`config.mk`:
```
export PLATFORM = sky130hd
export DESIGN_NAME = intersection_ctrl
export DESIGN_NICKNAME = d
export VERILOG_FILES = /design/src/rtl/intersection_ctrl_pkg.sv /design/src/rtl/intersection_ctrl_phase_timer.sv /design/src/rtl/intersection_ctrl.sv
export SDC_FILE = /design/constraint.sdc
export NUM_CORES = 1
export LEC_CHECK = 0
export ABC_AREA = 1
export ABC_CLOCK_PERIOD_IN_PS = 2600
export BUFFER_PORTS_ARGS = -buffer_cell sky130_fd_sc_hd__buf_2
export CORE_MARGIN = 2
export CORE_UTILIZATION = 50
export CTS_CLUSTER_DIAMETER = 50
export CTS_CLUSTER_SIZE = 20
export DETAILED_ROUTE_END_ITERATION = 10
export PLACE_DENSITY = 0.74
export SLEW_MARGIN = 10
export SYNTH_ARGS = -nofsm -noshare
export SYNTH_HDL_FRONTEND = slang
export SYNTH_HIERARCHICAL = 1
export SYNTH_SLANG_ARGS = --single-unit
```
`constraint.sdc`:
```
create_clock -name clk -period 2.6 [get_ports clk]
set_clock_uncertainty 0.2 [all_clocks]
set_input_delay 0.13 -clock clk [delete_from_list [all_inputs] [get_ports clk]]
set_output_delay 0.13 -clock clk [all_outputs]
set_load 0.01 [all_outputs]
```
`src/rtl/intersection_ctrl_pkg.sv`:
```
// Shared trafficlight codes, FSM state encodings and the state-to-lights decode.
// Latency: none (constants and a pure function).
// Backpressure: n/a.
// Light codes are the same values the car driver module consumes: green 00, yellow 01, red 10.
package intersection_ctrl_pkg;

  localparam logic [1:0] LIGHT_GREEN  = 2'b00;
  localparam logic [1:0] LIGHT_YELLOW = 2'b01;
  localparam logic [1:0] LIGHT_RED    = 2'b10;

  localparam logic [2:0] ST_MAIN_G    = 3'd0;
  localparam logic [2:0] ST_MAIN_Y    = 3'd1;
  localparam logic [2:0] ST_ALL_RED_A = 3'd2;
  localparam logic [2:0] ST_SIDE_G    = 3'd3;
  localparam logic [2:0] ST_SIDE_Y    = 3'd4;
  localparam logic [2:0] ST_ALL_RED_B = 3'd5;

  typedef struct packed {
    logic [1:0] main_l;
    logic [1:0] side_l;
  } lights_t;

  // Every state keeps at least one road red; unused codes decode to all-red.
  function automatic lights_t lights_of(input logic [2:0] st);
    lights_t l;
    l.main_l = LIGHT_RED;
    l.side_l = LIGHT_RED;
    case (st)
      ST_MAIN_G: l.main_l = LIGHT_GREEN;
      ST_MAIN_Y: l.main_l = LIGHT_YELLOW;
      ST_SIDE_G: l.side_l = LIGHT_GREEN;
      ST_SIDE_Y: l.side_l = LIGHT_YELLOW;
      default:   ;
    endcase
    return l;
  endfunction

endpackage

```
`src/rtl/intersection_ctrl_phase_timer.sv`:
```
// Phase timer: cycles spent in the current FSM state, cleared on state entry, saturating.
// Latency: cnt reads 0 on the first cycle after a clr edge.
// Backpressure: none.
// Ports: clk, rst_n (sync, active-low), clr (a state change happens on this edge), cnt.
module phase_timer #(
  parameter int CNT_W = 8
) (
  input  logic             clk,
  input  logic             rst_n,
  input  logic             clr,
  output logic [CNT_W-1:0] cnt
);

  always_ff @(posedge clk) begin
    if (!rst_n) begin
      cnt <= '0;
    end else if (clr) begin
      cnt <= '0;
    end else if (cnt != {CNT_W{1'b1}}) begin
      cnt <= cnt + 1'b1;
    end
  end

endmodule

```
`src/rtl/intersection_ctrl.sv`:
```
// Two-way intersection sequencer with all-red clearance and latched pedestrian requests.
// Latency: all outputs registered, decoded from next state (valid the cycle a state begins).
// Backpressure: none; side_car is a level, ped_req is latched until served.
// Ports: clk, rst_n (sync, active-low), side_car, ped_req in;
//        main_light[1:0], side_light[1:0], walk, ped_ack out.
module intersection_ctrl #(
  parameter int MAIN_MIN = 20,
  parameter int SIDE_MIN = 8,
  parameter int SIDE_MAX = 30,
  parameter int YELLOW   = 5,
  parameter int ALL_RED  = 2,
  parameter int WALK     = 6,
  parameter int CNT_W    = 8
) (
  input  logic       clk,
  input  logic       rst_n,
  input  logic       side_car,
  input  logic       ped_req,
  output logic [1:0] main_light,
  output logic [1:0] side_light,
  output logic       walk,
  output logic       ped_ack
);

  import intersection_ctrl_pkg::*;

  // Last cnt value of each timed phase (a phase of length N exits at cnt == N-1).
  localparam logic [CNT_W-1:0] MAIN_LAST  = CNT_W'(MAIN_MIN - 1);
  localparam logic [CNT_W-1:0] SMIN_LAST  = CNT_W'(SIDE_MIN - 1);
  localparam logic [CNT_W-1:0] SMAX_LAST  = CNT_W'(SIDE_MAX - 1);
  localparam logic [CNT_W-1:0] YEL_LAST   = CNT_W'(YELLOW - 1);
  localparam logic [CNT_W-1:0] RED_LAST   = CNT_W'(ALL_RED - 1);
  localparam logic [CNT_W-1:0] WALK_LAST  = CNT_W'(WALK - 1);

  logic [2:0]       state;
  logic [2:0]       state_nxt;
  logic [CNT_W-1:0] cnt;
  logic             ped_pend;
  logic             walk_en;     // current side phase was entered with a pending ped request
  logic             enter_side;
  lights_t          lights_nxt;

  always_comb begin
    state_nxt = state;
    case (state)
      ST_MAIN_G:    if (cnt >= MAIN_LAST && (side_car || ped_pend)) state_nxt = ST_MAIN_Y;
      ST_MAIN_Y:    if (cnt == YEL_LAST) state_nxt = ST_ALL_RED_A;
      ST_ALL_RED_A: if (cnt == RED_LAST) state_nxt = ST_SIDE_G;
      ST_SIDE_G:    if ((cnt >= SMIN_LAST && !side_car) || cnt == SMAX_LAST) state_nxt = ST_SIDE_Y;
      ST_SIDE_Y:    if (cnt == YEL_LAST) state_nxt = ST_ALL_RED_B;
      ST_ALL_RED_B: if (cnt == RED_LAST) state_nxt = ST_MAIN_G;
      default:      state_nxt = ST_ALL_RED_B;
    endcase
  end

  assign enter_side = (state_nxt == ST_SIDE_G) && (state != ST_SIDE_G);
  assign lights_nxt = lights_of(state_nxt);

  phase_timer #(.CNT_W(CNT_W)) u_timer (
    .clk   (clk),
    .rst_n (rst_n),
    .clr   (state_nxt != state),
    .cnt   (cnt)
  );

  always_ff @(posedge clk) begin
    if (!rst_n) begin
      state      <= ST_ALL_RED_B;
      ped_pend   <= 1'b0;
      walk_en    <= 1'b0;
      main_light <= LIGHT_RED;
      side_light <= LIGHT_RED;
      walk       <= 1'b0;
      ped_ack    <= 1'b0;
    end else begin
      state      <= state_nxt;
      main_light <= lights_nxt.main_l;
      side_light <= lights_nxt.side_l;
      ped_ack    <= enter_side && ped_pend;
      if (enter_side) begin
        // Entering side green serves the pending request; a ped_req on this
        // same edge is absorbed by the phase being entered.
        ped_pend <= 1'b0;
        walk_en  <= ped_pend;
        walk     <= ped_pend;
      end else begin
        if (ped_req) ped_pend <= 1'b1;
        // cnt is the value before this edge, so the cycle being entered has cnt+1.
        walk <= (state_nxt == ST_SIDE_G) && walk_en && (cnt < WALK_LAST);
      end
    end
  end

endmodule

```
---- After elaboration in Yosys (flattened, before gate mapping) ----
Index checks and enable logic that the tools add are counted.
Widths: inputs -> output; s select.
storage, ports and cells
  flip-flop bits (word level) ............. 19
  output and inout port bits .............. 6
  input port bits ......................... 4
cells by class
  equal/unequal tests ..................... 14
  add/sub/neg operators ................... 1
  muxes and demuxes ....................... 10
  magnitude comparators ................... 3
  bitwise operators ....................... 1
  reductions and logical operators ........ 13
operators by type and width
  operator             count
  $mux 3               6
  $pmux 3 s6           1
  $eq 3x2->1 const B   3
  $eq 3x3->1 const B   3
  $add 8x1->8 const B  1
  $eq 8x1->1 const B   1
  $eq 8x3->1 const B   1
  $eq 8x5->1 const B   1
  $ge 8x3->1 const B   1
  $ge 8x5->1 const B   1
  $lt 8x3->1 const B   1
  $ne 8x8->1 const B   1
  $pmux 2 s2           2
  $eq 3x1->1 const B   2
  $logic_and 1x1->1    6
  $logic_not 3->1      2
  $reduce_or 2->1      2
  $ne 3x2->1 const B   1
  $ne 3x3->1           1
  $logic_or 1x1->1     2
  $logic_not 1->1      1
  $mux 1               1
  $not 1->1            1

---- Longest topological paths before layout ----
Gate-level depths: netlist (run 1).
  depth after elaboration ................. 9
  depth in mapped cells ................... 15

---- Modules after synthesis ----
Netlist (run 1), hierarchy kept.
modules (own cells, without submodules)
  module             times used  area an instance (µm²)  cells an instance
  intersection_ctrl  1           671.9                   105
  phase_timer        1           425.4                   66

---- Worst setup path after synthesis (run 1) ----
No wires, ideal clock.
  path kind ............................... register -> register
  start ................................... reg u_timer.cnt[0]
  end ..................................... reg u_timer.cnt[2]
  clock period less this slack ............ 1929 ps
  path slack .............................. 671 ps
  required time ........................... 2344 ps
  stages on the path, launching flop included .. 15
  arrival ................................. 1672 ps
  buffers on the path ..................... 0
  cell sequence ........................... dfxtp_1 > nand2_1 > nor2_2 > nand2_4 > nand2_1 > nand2_1 > nor2_2 > nand3_2 > nand2_1 > nand3_1 > nor2_1 > inv_1 > nor2_1 > o21ai_0 > inv_1
between the ends
  cells in the longest elaborated chain, start to end .. 7
  elaborated cells between the ends (all ways) .. 19
  classes of those cells .................. 1 x add/sub; 2 x order compare; 5 x eq/ne; 7 x mux; 4 x reduce/logical
ends and longest elaborated chain
  what                              line                                 text
  start, declared                   intersection_ctrl_phase_timer.sv:11  output logic [CNT_W-1:0] cnt
  start signal, assigned            intersection_ctrl_phase_timer.sv:20  cnt <= cnt + 1'b1;
  $ge 8x3->1                        intersection_ctrl.sv:49              ST_SIDE_G: if ((cnt >= SMIN_LAST && !side_car) || cnt == SMAX_LAST) state_nxt = ST_SIDE_Y;
  $logic_and 1x1->1                 intersection_ctrl.sv:49
  $logic_or 1x1->1                  intersection_ctrl.sv:49
  $mux 3                            intersection_ctrl.sv:49
  $pmux 3 s6                        intersection_ctrl.sv:45              case (state)
  $ne 3x3->1                        intersection_ctrl.sv:62              .clr (state_nxt != state),
  $reduce_or 2->1 (no source line)  -
Parallel ways exist; a longest one is shown, timed or not.
A chain may end at the register's enable or synchronous reset.

---- Final worst setup path (run 1) ----
Ends and elaborated chain as after synthesis.

==> results of run 1 <==
## synthesized netlist by cell type
cell type,number,area (um2)
a21oi_1,4,20.02
a31oi_1,1,6.260
clkinv_2,1,5.000
dfxtp_1,19,380.4
ha_1,1,12.51
inv_1,22,82.58
inv_2,3,11.26
nand2_1,43,161.4
nand2_2,1,6.260
nand2_4,2,22.52
nand3_1,11,55.05
nand3_2,2,20.02
nand4_1,6,37.54
nor2_1,31,116.4
nor2_2,11,68.82
nor2_4,2,22.52
nor3_1,2,10.01
nor3_2,2,20.02
o211ai_1,1,7.510
o21ai_0,3,15.01
o21ai_1,2,10.01
o22ai_1,1,6.260
## state kept, by name, indices dropped and copies added, names as in the netlist
register     flops
u_timer/cnt      8
ped_pend         1
walk_en          1
ped_ack          1
main_light       2
state            3
walk             1
side_light       2
## layout by cell type (no fill, tap or decap)
master and count:
clkinv_2 1, ha_1 1, o21ai_0 3, clkbuf_1 1
nand3_1 11, a21oi_1 4, clkbuf_4 3, nand4_1 6
nand3_2 2, nand2_4 2, o21ai_1 2, o211ai_1 1
inv_1 22, nor3_1 2, nand2_1 43, nor2_1 31
dfxtp_1 19, inv_2 3, o22ai_1 1, nand2_2 1
nor2_4 2, a31oi_1 1, buf_2 9, nor2_2 11
nor3_2 2, dlygate4sd3_1 2
## worst max path at each step
stage	start	endpoint	slack [ps]	cells after the start
after detailed placement	u_timer/cnt[0]	u_timer/cnt[2]	360	14
after CTS	u_timer/cnt[0]	u_timer/cnt[2]	340	14
after global routing	u_timer/cnt[0]	u_timer/cnt[2]	90	14
after floorplan	u_timer/cnt[0]	u_timer/cnt[2]	670	14
after global placement	u_timer/cnt[0]	u_timer/cnt[2]	440	14
final	u_timer/cnt[0]	u_timer/cnt[2]	330	14
## layer usage
layer  up-vias  share of wire, %  wire [um]  GRT usage [%]
li1        566                 -          -              -
met4         0               2.3         53          9.459
met5         -                 0          0              0
met3         6               4.4        104          4.094
met2        31                48       1131          37.28
met1       485                45       1060          22.94
## kinds of logic after synthesis
logic type / after synthesis
AND/OR/NAND/NOR: 113
buffers and inverters: 26
flip-flops: 19
AO/OA/AOI/OAI: 12
adder cells (fa/ha/maj): 1
## cell type report
class                   instances  area (um2)
repair buffers                 11       65.06
clock buffers                   4       26.28
flip-flops and latches         19       380.4
multi-input cells             126       618.1
well taps                      27       33.78
fillers                       202       799.5
inverters                      26       98.84
## metrics by stage
step / utilization, % / cells / power, W / area (um2) / setup slack [ps]
final: 60.46 / 213 / 0.0009625 / 1222 / 329.1
after global routing: 60.46 / 213 / 0.001052 / 1222 / 93.59
after CTS: 60.46 / 213 / 0.0009661 / 1222 / 339.4
after detailed placement: 58.17 / 207 / 0.0008166 / 1176 / 364.3
after global placement: 58.17 / 207 / 0.0008030 / 1176 / 443.2
after floorplan: - / 171 / 0.0007176 / 1097 / 671.3
## power by group through the flow
stage | logic (W) | registers, W | clock network, W
after floorplan | 0.000297 | 0.000421 | 0
after global placement | 0.000387 | 0.000416 | 0
after detailed placement | 0.000397 | 0.000419 | 0
after CTS | 0.000402 | 0.000412 | 0.000152
after global routing | 0.000461 | 0.000424 | 0.000168
final | 0.000404 | 0.000411 | 0.000148
## critical path, cell delays in order, from the launching register on
cell and delay (ps):
dfxtp_1 470, nand2_1 130, nor2_2 170, nand2_4 80
nand2_1 60, nand2_1 50, nor2_2 150, nand3_2 110
nand2_1 70, nand3_1 60, nor2_1 360, inv_1 110
nor2_1 100, o21ai_0 80, inv_1 50
==> impl_metrics.py, run 1 <==
metrics = {
    "floorplanning": {
        "row_count": 16,
        "die_area_um2": 2585,
        "initial_core_util_pct": 54.27,
        "core_area_um2": 2022,
        "die_y_um": 50.85,
        "die_width_um": 50.85,
        "ioPinCount": 10,
    },
    "grt": {
        "grt_remaining_overflow": 0,
        "antenna_found_initial": 0,
        "grt_use_total_pct": 20.54,
        "grt_pass1_wl_um": 4022,
        "grt_pass1_vias": 1021,
        "grt_max_degree": 11,
    },
    "critical_path": {
        "critPathKind": "flip-flop to flip-flop",
        "reg2reg_slack_ps": 330,
        "cp.arrival_ps": 2310,
        "timing.rr.end": "u_timer/cnt[2]",
        "rr_startpoint": "u_timer/cnt[0]",
        "cp-start-kind": "flip-flop",
        "crit_path_max_fanout": 8,
        "end_kind": "flip-flop",
        "r2r.worst_path.cells": 14,
        "crit_required_ps": 2640,
    },
    "placement": {
        "place.gp.congestion": 0.8920,
        "portBuffers": 9,
        "dp_hpwl_um": 1835,
    },
    "clock_tree": {
        "cts_buffers": 3,
        "clkLatencyLatePin_ps": 290,
        "cts_root_buf": "clkbuf_4",
        "cts_setup_buffers": 0,
        "cts_tree": "built",
        "clkSinkCount": 19,
        "htree_levels": 1,
        "cts_buffer_depth": 2,
        "clk_pin_slew_ps": 100,
        "ctsHoldBuffers": 2,
        "cts.repair.resized": 0,
    },
    "drt": {
        "postRouteAntennaNets": 0,
        "drc": 0,
        "wirelength_um": 2349,
        "first_pass_iters": 4,
        "drt-vias-per-instance": 5.108,
        "first_iter_violations": 34,
        "wl_per_cell_um": 11.03,
        "vias": 1088,
    },
    "power": {
        "ir_worst_vdd_mv": 0.3988,
        "pwr-share-seq_pct": 42.7,
        "internal_power_w": 0.0005563,
        "comb_power_share_pct": 41.9,
        "p_sw_share_pct": 42.21,
        "p_leak_nw": 0.5890,
        "switchingPower_w": 0.0004063,
        "p_clk_share_pct": 15.3,
        "power_density_nw_per_um2": 787.4,
    },
    "sta": {
        "finalCriticalPeriod_ps": 2271,
        "relSlewSlack_pct": 71.50,
        "rsz0062_at_grt": "false",
        "period_share_pct": 87.34,
        "slew_violations": 0,
        "max_freq_mhz": 440.4,
        "setup_violations": 0,
        "hold_violations": 0,
        "finalSetupTns_ps": 0,
        "hold_ws_ps": 61.98,
        "worst_pin_slew_ps": 426.0,
    },
    "finish": {
        "n_antenna_cell": 0,
        "nets": 192,
        "drive_above_1_share_pct": 19.35,
        "area_delta_synth_final_pct": 11.40,
    },
    "logic_synthesis": {
        "synth_seq_cells": 19,
        "synthXorXnorAreaFrac_pct": 0,
        "netlist_instances": 171,
        "ys_seq_area_share_pct": 34.66,
        "synth_compound_area_share_pct": 5.929,
        "ys_types": 22,
        "avgSynthCellArea_um2": 6.417,
        "ys_warn_count": 6,
        "synth_fa_ha_area_share_pct": 1.140,
        "synthSimpleGateAreaFrac_pct": 49.26,
        "synthesis.area_um2": 1097,
        "synth_top_family_by_area": "simple AND/OR/NAND/NOR gates",
        "syn-num-nets": 176,
        "synth.area.mux_share_pct": 0,
    },
    "worst_hold_path": {
        "hold_path.class": "primary input to flip-flop",
        "min_path_cells": 5,
        "hp-start": "side_car",
        "min_to": "main_light[0]",
    },
    "job": {
        "maxCapViolations": 0,
    },
    "outcome": {
        "status": "finished, final reports clean",
    },
}
No activity file was read; power rests on OpenSTA's default activity.
==> run 2, diff against run 1 <==
--- a/config.mk
+++ b/config.mk
@@ -9,11 +9,11 @@
 export ABC_CLOCK_PERIOD_IN_PS = 2600
 export BUFFER_PORTS_ARGS = -buffer_cell sky130_fd_sc_hd__buf_2
 export CORE_MARGIN = 2
-export CORE_UTILIZATION = 50
+export CORE_UTILIZATION = 45
 export CTS_CLUSTER_DIAMETER = 50
 export CTS_CLUSTER_SIZE = 20
 export DETAILED_ROUTE_END_ITERATION = 10
-export PLACE_DENSITY = 0.74
+export PLACE_DENSITY = 0.68
 export SLEW_MARGIN = 10
 export SYNTH_ARGS = -nofsm -noshare
 export SYNTH_HDL_FRONTEND = slang
==> run 2 against run 1 <==
Die area grew 10%. First-iteration DRC count is 32% lower. Sequential power about the same.
==> impl_metrics.py, run 2 (synthesis gave the netlist of run 1 again) <==
metrics = {
    "sta": {
        "finalSetupTns_ps": 0,
        "slew_violations": 0,
        "period_share_pct": 86.30,
        "hold_violations": 0,
        "setup_violations": 0,
        "relSlewSlack_pct": 70.93,
        "worst_pin_slew_ps": 434.4,
        "max_freq_mhz": 445.7,
        "finalCriticalPeriod_ps": 2244,
        "rsz0062_at_grt": "false",
    },
    "drt": {
        "wl_per_cell_um": 10.73,
        "postRouteAntennaNets": 0,
        "first_iter_violations": 23,
        "wirelength_um": 2306,
        "vias": 1080,
        "drt-vias-per-instance": 5.023,
        "drc": 0,
        "first_pass_iters": 4,
    },
    "grt": {
        "antenna_found_initial": 0,
        "grt_max_degree": 12,
        "grt_pass1_wl_um": 3822,
        "grt_use_total_pct": 18.14,
        "grt_remaining_overflow": 0,
        "grt_pass1_vias": 942,
    },
    "clock_tree": {
        "ctsHoldBuffers": 3,
        "cts_setup_buffers": 0,
        "cts_buffers": 3,
        "clk_pin_slew_ps": 100,
        "clkLatencyLatePin_ps": 290,
        "cts.repair.resized": 0,
        "htree_levels": 1,
        "clkSinkCount": 19,
        "cts_root_buf": "clkbuf_4",
        "cts_buffer_depth": 2,
        "cts_tree": "built",
    },
    "floorplanning": {
        "ioPinCount": 10,
        "die_width_um": 53.38,
        "initial_core_util_pct": 48.67,
        "die_y_um": 53.38,
        "die_area_um2": 2849,
        "row_count": 17,
        "core_area_um2": 2255,
    },
    "critical_path": {
        "crit_path_max_fanout": 7,
        "slowest_stage": "dfxtp_1",
        "cp-start-kind": "flip-flop",
        "slowest_delay_ps": 390,
        "cp.arrival_ps": 2290,
        "crit_required_ps": 2650,
        "end_kind": "flip-flop",
        "worstPathCellList": "nor2_2 -> nand2_1 -> clkinv_2 -> nand2_4 -> nand2_1 -> nand2_1 -> nor2_2 -> nand3_2 -> nand2_1 -> nand3_1 -> nor2_1 -> inv_1 -> nor2_1 -> o21ai_0 -> inv_1",
        "critPathKind": "flip-flop to flip-flop",
        "cpMostUsedCell": "nand2_1",
    },
    "finish": {
        "area_delta_synth_final_pct": 12.54,
        "fin_cells": 215,
        "final_cell_mix": "43 x nand2_1, 31 x nor2_1, 22 x inv_1",
        "top_register": "u_timer/cnt",
        "largest_register_ffs": 8,
        "n_antenna_cell": 0,
        "reg_top3": "u_timer/cnt: 8 flops, state: 3 flops",
        "drive_above_1_share_pct": 19.79,
        "post-route-util_pct": 54.77,
        "nets": 193,
        "final_common_cell": "nand2_1",
    },
    "placement": {
        "dp_hpwl_um": 1803,
        "portBuffers": 9,
        "placedCellCount": 208,
        "place.gp.congestion": 0.8738,
    },
    "power": {
        "ir_worst_vdd_mv": 0.4246,
        "power_density_nw_per_um2": 780.0,
        "p_leak_nw": 0.5969,
    },
    "job": {
        "maxCapViolations": 0,
    },
    "worst_hold_path": {
        "hold_path.class": "primary input to flip-flop",
    },
    "outcome": {
        "status": "finished, final reports clean",
    },
}
## run 2: cell types whose count changed in the layout (fill, tap and decap cells not counted), sizes merged
cell	delta
clkinv	+1
dlygate4sd3	+1
clkbuf	-1
## run 2: worst max-delay path: cells and delay by family (launching register included)
| kind | cells | cell delay (ps) |
|---|---|---|
| buffers and inverters | 3 | 240 |
| AND/OR/NAND/NOR | 11 | 1270 |
| flip-flops | 1 | 390 |
| AO/OA/AOI/OAI | 1 | 80 |
## run 2: worst paths after layout
path | start | endpoint | slack [ps] | cells after the start
worst min-delay path | side_car | main_light[0] | 80 | 5
worst max register to register | u_timer/cnt[5] | u_timer/cnt[2] | 360 | 15
worst min register to register | ped_pend | ped_ack | 290 | 2
worst max-delay path | u_timer/cnt[5] | u_timer/cnt[2] | 360 | 15
## run 2: layout make-up
type,instances,area (um2)
Clock buffer,3,22.52
Inverter,26,98.84
Fill cell,240,1020
Clock inverter,1,5.005
Multi-Input combinational cell,126,618.1
Timing Repair Buffer,12,75.07
Sequential cell,19,380.4
Tap cell,28,35.03
## run 2: power by group
group / switching (W) / leakage [nW] / internal [W] / total (W)
clock network: 0.0000878 / 0.0177 / 0.0000572 / 0.000145
logic: 0.000260 / 0.424 / 0.000148 / 0.000407
registers: 0.0000602 / 0.155 / 0.000351 / 0.000411
## run 2: stage by stage
stage | worst slack, ps | area [um2] | power, W | hold WS (ps)
after CTS | 351.3 | 1235 | 0.0009719 | 61.82
after detailed placement | 381.1 | 1177 | 0.0008171 | 161.5
after global routing | 132.1 | 1235 | 0.001053 | 76.35
after floorplan | 671.3 | 1097 | 0.0007176 | -1.245
after global placement | 437.0 | 1177 | 0.0008079 | 147.5
final | 356.2 | 1235 | 0.0009632 | 78.98
## run 2: layer usage
layer | routed length (um) | share of wire (%) | up-vias | GRT usage (%)
li1 | - | - | 567 | -
met1 | 1040 | 45 | 491 | 21.64
met2 | 1171 | 51 | 20 | 31.89
met3 | 76 | 3.3 | 2 | 2.542
met4 | 17 | 0.74 | 0 | 7.692
met5 | 0 | 0 | - | 0
